<file path="src/rtl/regfile_sb_if.sv">
// Bus bundle for regfile_sb: write port, issue port and two read ports.
// The master drives requests and addresses; the slave returns read data and busy flags.
interface regfile_sb_if #(
   parameter int XLEN = 32,
   parameter int NREG = 32
);
   localparam int AW = $clog2(NREG);

   logic            WrEn;
   logic [2:0]      WrMode;
   logic [AW-1:0]   WriteAddress;
   logic [XLEN-1:0] WriteData;
   logic            IssueEn;
   logic [AW-1:0]   IssueAddress;
   logic [AW-1:0]   ReadAddress1;
   logic [AW-1:0]   ReadAddress2;
   logic [XLEN-1:0] ReadData1;
   logic [XLEN-1:0] ReadData2;
   logic            Busy1;
   logic            Busy2;

   modport master (
      output WrEn, WrMode, WriteAddress, WriteData,
      output IssueEn, IssueAddress, ReadAddress1, ReadAddress2,
      input  ReadData1, ReadData2, Busy1, Busy2
   );

   modport slave (
      input  WrEn, WrMode, WriteAddress, WriteData,
      input  IssueEn, IssueAddress, ReadAddress1, ReadAddress2,
      output ReadData1, ReadData2, Busy1, Busy2
   );
endinterface

</file>
<file path="src/rtl/regfile_sb.sv">
// Register file with a one-entry write stage (2-edge write latency) and per-register busy bits.
// Define REGFILE_BYPASS_EN to forward the pending write-stage data to the read ports.
module regfile_sb #(
   parameter int XLEN = 32,
   parameter int NREG = 32
) (
   input  logic         CLK,
   input  logic         rst,
   regfile_sb_if.slave  rf
);
   localparam int AW = $clog2(NREG);

   logic [XLEN-1:0] mem_q [NREG];
   logic [NREG-1:0] busy_q, busy_d;

   logic            wv_q, wv_d;
   logic [AW-1:0]   wa_q, wa_d;
   logic [XLEN-1:0] wd_q, wd_d;
   logic [XLEN-1:0] ext_data;

   always_comb begin
      ext_data = rf.WriteData;
      case (rf.WrMode)
         3'b001:  ext_data = {{(XLEN-8){rf.WriteData[7]}},   rf.WriteData[7:0]};
         3'b010:  ext_data = {{(XLEN-16){rf.WriteData[15]}}, rf.WriteData[15:0]};
         3'b011:  ext_data = {{(XLEN-8){1'b0}},              rf.WriteData[7:0]};
         3'b100:  ext_data = {{(XLEN-16){1'b0}},             rf.WriteData[15:0]};
         default: ext_data = rf.WriteData;
      endcase
   end

   // Writes to register 0 never enter the stage, so the array entry stays at its reset value.
   always_comb begin
      wv_d = rf.WrEn && (rf.WriteAddress != '0);
      wa_d = rf.WriteAddress;
      wd_d = ext_data;
   end

   // Clear from commit first, then set from issue so a same-edge issue wins.
   always_comb begin
      busy_d = busy_q;
      if (wv_q)
         busy_d[wa_q] = 1'b0;
      if (rf.IssueEn)
         busy_d[rf.IssueAddress] = 1'b1;
      busy_d[0] = 1'b0;
   end

   always_ff @(posedge CLK or posedge rst) begin
      if (rst) begin
         wv_q   <= 1'b0;
         wa_q   <= '0;
         wd_q   <= '0;
         busy_q <= '0;
         for (int i = 0; i < NREG; i++)
            mem_q[i] <= '0;
      end else begin
         wv_q   <= wv_d;
         wa_q   <= wa_d;
         wd_q   <= wd_d;
         busy_q <= busy_d;
         if (wv_q)
            mem_q[wa_q] <= wd_q;
      end
   end

   always_comb begin
      rf.ReadData1 = (rf.ReadAddress1 == '0) ? '0 : mem_q[rf.ReadAddress1];
      rf.ReadData2 = (rf.ReadAddress2 == '0) ? '0 : mem_q[rf.ReadAddress2];
`ifdef REGFILE_BYPASS_EN
      if (wv_q && (wa_q == rf.ReadAddress1) && (rf.ReadAddress1 != '0))
         rf.ReadData1 = wd_q;
      if (wv_q && (wa_q == rf.ReadAddress2) && (rf.ReadAddress2 != '0))
         rf.ReadData2 = wd_q;
`endif
      rf.Busy1 = busy_q[rf.ReadAddress1];
      rf.Busy2 = busy_q[rf.ReadAddress2];
   end
endmodule

</file>
<file path="src/flat_wrapper.sv">
// flat-port wrapper written by rule: the top's interface ports become plain ports
module regfile_sb_flat 
#(
   parameter int XLEN = 32,
   parameter int NREG = 32
)
  (CLK, rst, rf_WrEn, rf_WrMode, rf_WriteAddress, rf_WriteData, rf_IssueEn, rf_IssueAddress, rf_ReadAddress1, rf_ReadAddress2, rf_ReadData1, rf_ReadData2, rf_Busy1, rf_Busy2);
  regfile_sb_if #(.XLEN(XLEN), .NREG(NREG)) rf_i ();
  input  logic CLK;
  input  logic rst;
  input wire logic [$bits(rf_i.WrEn)-1:0] rf_WrEn;
  input wire logic [$bits(rf_i.WrMode)-1:0] rf_WrMode;
  input wire logic [$bits(rf_i.WriteAddress)-1:0] rf_WriteAddress;
  input wire logic [$bits(rf_i.WriteData)-1:0] rf_WriteData;
  input wire logic [$bits(rf_i.IssueEn)-1:0] rf_IssueEn;
  input wire logic [$bits(rf_i.IssueAddress)-1:0] rf_IssueAddress;
  input wire logic [$bits(rf_i.ReadAddress1)-1:0] rf_ReadAddress1;
  input wire logic [$bits(rf_i.ReadAddress2)-1:0] rf_ReadAddress2;
  output wire logic [$bits(rf_i.ReadData1)-1:0] rf_ReadData1;
  output wire logic [$bits(rf_i.ReadData2)-1:0] rf_ReadData2;
  output wire logic [$bits(rf_i.Busy1)-1:0] rf_Busy1;
  output wire logic [$bits(rf_i.Busy2)-1:0] rf_Busy2;
  assign rf_i.WrEn = rf_WrEn;
  assign rf_i.WrMode = rf_WrMode;
  assign rf_i.WriteAddress = rf_WriteAddress;
  assign rf_i.WriteData = rf_WriteData;
  assign rf_i.IssueEn = rf_IssueEn;
  assign rf_i.IssueAddress = rf_IssueAddress;
  assign rf_i.ReadAddress1 = rf_ReadAddress1;
  assign rf_i.ReadAddress2 = rf_ReadAddress2;
  assign rf_ReadData1 = rf_i.ReadData1;
  assign rf_ReadData2 = rf_i.ReadData2;
  assign rf_Busy1 = rf_i.Busy1;
  assign rf_Busy2 = rf_i.Busy2;
  regfile_sb #(.XLEN(XLEN), .NREG(NREG)) u_core (.CLK(CLK), .rst(rst), .rf(rf_i));
endmodule
</file>
<file path="config.mk">
export PLATFORM = sky130hd
export DESIGN_NAME = regfile_sb_flat
export DESIGN_NICKNAME = d
export VERILOG_FILES = /design/src/rtl/regfile_sb_if.sv /design/src/rtl/regfile_sb.sv /design/src/flat_wrapper.sv
export SDC_FILE = /design/constraint.sdc
export NUM_CORES = 2
export LEC_CHECK = 0
export BUFFER_PORTS_ARGS = -buffer_cell sky130_fd_sc_hd__clkbuf_2
export CORE_MARGIN = 2
export CORE_UTILIZATION = 70
export CTS_BUF_LIST = sky130_fd_sc_hd__clkbuf_4
export CTS_CLUSTER_DIAMETER = 100
export DETAILED_ROUTE_END_ITERATION = 6
export GPL_TIMING_DRIVEN = 0
export PLACE_DENSITY = 0.95
export SKIP_LAST_GASP = 1
export SLEW_MARGIN = 40
export SYNTH_ARGS = -nofsm -noshare
export SYNTH_HDL_FRONTEND = slang
export SYNTH_SLANG_ARGS = --single-unit
</file>
<file path="constraint.sdc">
create_clock -name CLK -period 76.1 [get_ports CLK]
set_input_delay 0 -clock CLK [delete_from_list [all_inputs] [get_ports CLK]]
set_output_delay 0 -clock CLK [all_outputs]
set_load 0.02 [all_outputs]
</file>
==> results.yml, run 1 <==
yosys:
  avgSynthCellArea_um2: 15.0
  ys_warn_count: 0
  synth_seq_cells: 1093
  ys_types: 37
  synthFlopType: "dfrtp_1"
  yosysSeqAreaShare_pct: 47.7
  async_reset_ff_share_pct: 100
  syn_nets: 3889
  synth_area_leaders: "dfrtp_1, mux2_2, mux4_2"
  syn-cell-area_um2: 57400
  postSynthCellCount: 3830
  synth_edf_count: 0
  synthDominantCellAreaShare_pct: 47.7
  synth_top_cell_by_area: "dfrtp_1"
die:
  start_util_pct: 71.0
  die_h_um: 290
  ios: 125
  fp-row-count: 104
  die_w_um: 290
placed_design:
  dp_slack_ns: 72.79
  portBuffers: 116
  place_congestion: 1.02
  place_hpwl_um: 142000
clocking:
  numClockSinks: 1093
  postCtsSetupBuffers: 0
  ctsHoldBuffers: 148
  clockRootBuffer: "clkbuf_4"
  htreeDepth: 5
  cts_inserted_buffers: 298
  post_cts_resize_count: 0
  cts_buffer_depth: 4
global_route:
  grt-ovfl-total: 12
  grt_max_degree: 85
  grt_antenna_before_repair: 53
  grt_use_total_pct: 78.8
outcome:
  status: "aborted with a tool error"
  tool.error: "[ERROR GRT-0232] Routing congestion too high. Check the congestion heatmap in the GUI."
  stop_stage: "global routing"
layer usage:
metal	GRT usage (%)	overflow
met1	76.1	2
met2	88.2	3
met3	76.1	2
met4	73.2	5
met5	61.7	0
cell families after synthesis:
kind of cell / synth area share, %
compound gates: 5.42
xor+xnor: 0.0153
buf+inv: 3.11
flops: 47.7
mux: 42.0
simple gates: 1.83
Yosys cell counts (4+ instances only):
| cell type | count |
|---|---|
| nand3b_1 | 9 |
| a22oi_1 | 64 |
| nor2_1 | 25 |
| inv_1 | 4 |
| o21ai_0 | 149 |
| mux4_2 | 466 |
| nand3_1 | 5 |
| buf_2 | 121 |
| clkbuf_1 | 208 |
| a311oi_1 | 64 |
| buf_4 | 21 |
| a211oi_1 | 64 |
| o2111ai_1 | 19 |
| nor2b_1 | 69 |
| or2_2 | 4 |
| a21o_1 | 16 |
| mux2_2 | 1090 |
| dfrtp_1 | 1093 |
| buf_1 | 54 |
| nor3b_1 | 8 |
| a22o_1 | 15 |
| mux2i_1 | 130 |
| a221oi_1 | 45 |
| nand2_1 | 65 |
stage by stage:
step                      cells  hold slack, ns  utilization, %  cell area (um^2)
after detailed placement   5026           0.100            74.2             60000
after CTS                  5662          0.0242            80.4             65000
after global placement     5006           0.108            73.4             59300
after floorplan            3830          0.0314               -             57400
==> inputs of run 2 (changes only) <==
Settings changed: CORE_UTILIZATION 70 to 40, CTS_BUF_LIST sky130_fd_sc_hd__clkbuf_4 to default, CTS_CLUSTER_DIAMETER 100 to default, PLACE_DENSITY 0.95 to default, PLACE_DENSITY_LB_ADDON from default to 0.15.
==> results.yml, run 2 <==
yosys:
  async_reset_ff_share_pct: 100
  synth_top_cell_by_area: "dfrtp_1"
  synth_common_cells: "dfrtp_1, mux2_2, mux4_2"
  synthDominantCellAreaShare_pct: 47.7
  post-synth-top-count-cell: "dfrtp_1"
  ys_warn_count: 0
  synth_seq_cells: 1093
  yosysSeqAreaShare_pct: 47.7
  syn_nets: 3889
  synth_edf_count: 0
  synthFlopType: "dfrtp_1"
  avgSynthCellArea_um2: 15.0
  synth_area_leaders: "dfrtp_1, mux2_2, mux4_2"
  ys_types: 37
  postSynthCellCount: 3830
  syn-cell-area_um2: 57400
global_route:
  grt_antenna_before_repair: 7
  grt-ovfl-total: 0
  grt_max_degree: 77
  grt_pass1_wl_um: 322000
  grt_use_total_pct: 31.8
  grt_pass1_vias: 40500
clocking:
  htreeDepth: 4
  clk_latency_ns: 0.79
  clkTransAtPathRegs_ns: 0.05
  clockRootBuffer: "clkbuf_16"
  numClockSinks: 1093
  post_cts_resize_count: 0
  cts_inserted_buffers: 132
  cts_buffer_depth: 3
  cts_tree: "yes"
flow_run:
  cap_violations: 0
placed_design:
  dpl.cell_count: 5869
  place_congestion: 0.927
  portBuffers: 116
  place_hpwl_um: 161000
cells_and_area:
  regMostFlops: "u_core.mem_q"
  largest_reg_flops: 1024
  mostFrequentLayoutCell: "dfrtp_1"
  finalNetCount: 4279
  final_core_util_pct: 47.2
  top_regs: "u_core.mem_q (1024), u_core.wd_q (32), u_core.busy_q (31)"
  final_cell_mix: "dfrtp_1, mux2_2, mux4_2, clkbuf_2, buf_2"
  fin_cells: 6208
  area_growth_pct: 16.6
  drive_gt1_share_pct: 51.3
setup_path:
  critPathLaunchType: "input pin"
  cp.arrival_ns: 3.87
  slowest_stage: "a311oi_1"
  crit_top_cell: "buf_2"
  crit_path_end_kind: "output port"
  cp_max_fo: 10
  cp.required_ns: 76.10
  cp_top_family: "buffers and inverters"
  crit_type: "in2out"
  cp_cell_sequence: "buf_2, buf_2, buf_2, buf_2, mux4_2, a211oi_1, a311oi_1, clkbuf_2"
  crit_buf_inv: 5
  slowest_delay_ns: 0.89
sta:
  finalMaxSlewViolations: 0
  max_slew_margin_pct: 30.7
  rsz0062_at_grt: "false"
  finClkSkew_ns: 0.0373
  worst_slew_pin_slew_ns: 1.03
  clock.fmax_mhz: 259
  setup-tns-final_ns: 0
  timing.final.crit_period_ns: 3.87
  timing.final.hold_violations: 0
  setup_violations: 0
  period_share_pct: 5.08
  holdWs_ns: 0.0760
die:
  core-area_um2: 142000
  start_util_pct: 40.4
  die_h_um: 383
  ios: 125
  die_area_um2: 146000
  fp-row-count: 138
  die_w_um: 383
routing:
  via_per_inst: 6.46
  drc_errors: 0
  antenna_left: 0
  first_iter_violations: 4674
  routedWlPerCell_um: 37.4
  wirelength_um: 232000
  dr.pass1.iters: 6
  vias: 40100
power_and_ir_drop:
  vdd_drop_max_uv: 24.4
  cellLeakagePower_nw: 29.3
  powerDensity_nw_per_um2: 26.6
outcome:
  status: "finished, final reports clean"
worst_hold_path:
  hold_path.class: "in2reg"
[run 2: tightest hold or removal path, stage by stage]
cell           delay (ns)
dlygate4sd3_1        0.53
clkbuf_2             0.11
or4_1                0.10
o21a_1               0.10
[run 2: report_power, final]
group	total, mW	internal, mW	switching [mW]
sequential	0.766	0.687	0.0788
clock	0.650	0.385	0.265
combinational	0.364	0.200	0.164
[run 2: through the flow]
| step | power (mW) | instance area [um^2] | worst slack, ns |
|---|---|---|---|
| final | 1.78 | 66900 | 72.23 |
| after global routing | 1.84 | 66900 | 72.47 |
| after CTS | 1.78 | 66900 | 72.42 |
| after detailed placement | 1.13 | 61500 | 72.43 |
| after global placement | 1.11 | 60300 | 31.55 |
| after floorplan | 1.01 | 57400 | 45.33 |
[run 2: what timing repair did]
action / 4_1_cts / 5_1_grt
endpoints found under the hold margin: 374 / 0
buffers inserted: 0 / 0
hold buffers: 107 / 0
[run 2: area by class of cell]
type / instances / area, um^2
Buffer: 406 / 1940
Clock inverter: 44 / 563
Antenna cell: 4 / 10.0
Timing Repair Buffer: 256 / 2530
Multi-Input combinational cell: 2327 / 28300
Sequential cell: 1093 / 27400
Fill cell: 12600 / 75000
Clock buffer: 184 / 3790
Inverter: 4 / 22.5
Tap cell: 1890 / 2360
[run 2: cells by family after synthesis]
| family | after synthesis | share of synthesized area [%] |
|---|---|---|
| AND/OR/NAND/NOR | 200 | 1.83 |
| XOR/XNOR | 1 | 0.0153 |
| buffers and inverters | 410 | 3.11 |
| multiplexers | 1686 | 42.0 |
| AO/OA/AOI/OAI | 440 | 5.42 |
| flip-flops | 1093 | 47.7 |
[run 2: metal layers]
layer	track usage (%)	wire, um
met5	0.0992	55
met4	14.2	11400
met3	9.91	24000
met2	46.8	102000
met1	43.2	94900
[run 2: path summary, 6_finish.rpt]
| path | start | end | slack (ns) | cells after the start |
|---|---|---|---|---|
| max reg2reg | u_core.wa_q[4] | u_core.mem_q[583] | 73.12 | 4 |
| min in group asynchronous | rst | u_core.busy_q[24] | 0.38 | 4 |
| max | rf_ReadAddress2[1] | rf_ReadData2[15] | 72.23 | 8 |
| max in group asynchronous | rst | u_core.mem_q[1004] | 73.60 | 9 |
| min | rf_WriteAddress[2] | u_core.wv_q | 0.08 | 4 |
| min reg2reg | u_core.mem_q[26] | u_core.mem_q[26] | 0.52 | 1 |
Power figures use the tool's default switching activity.
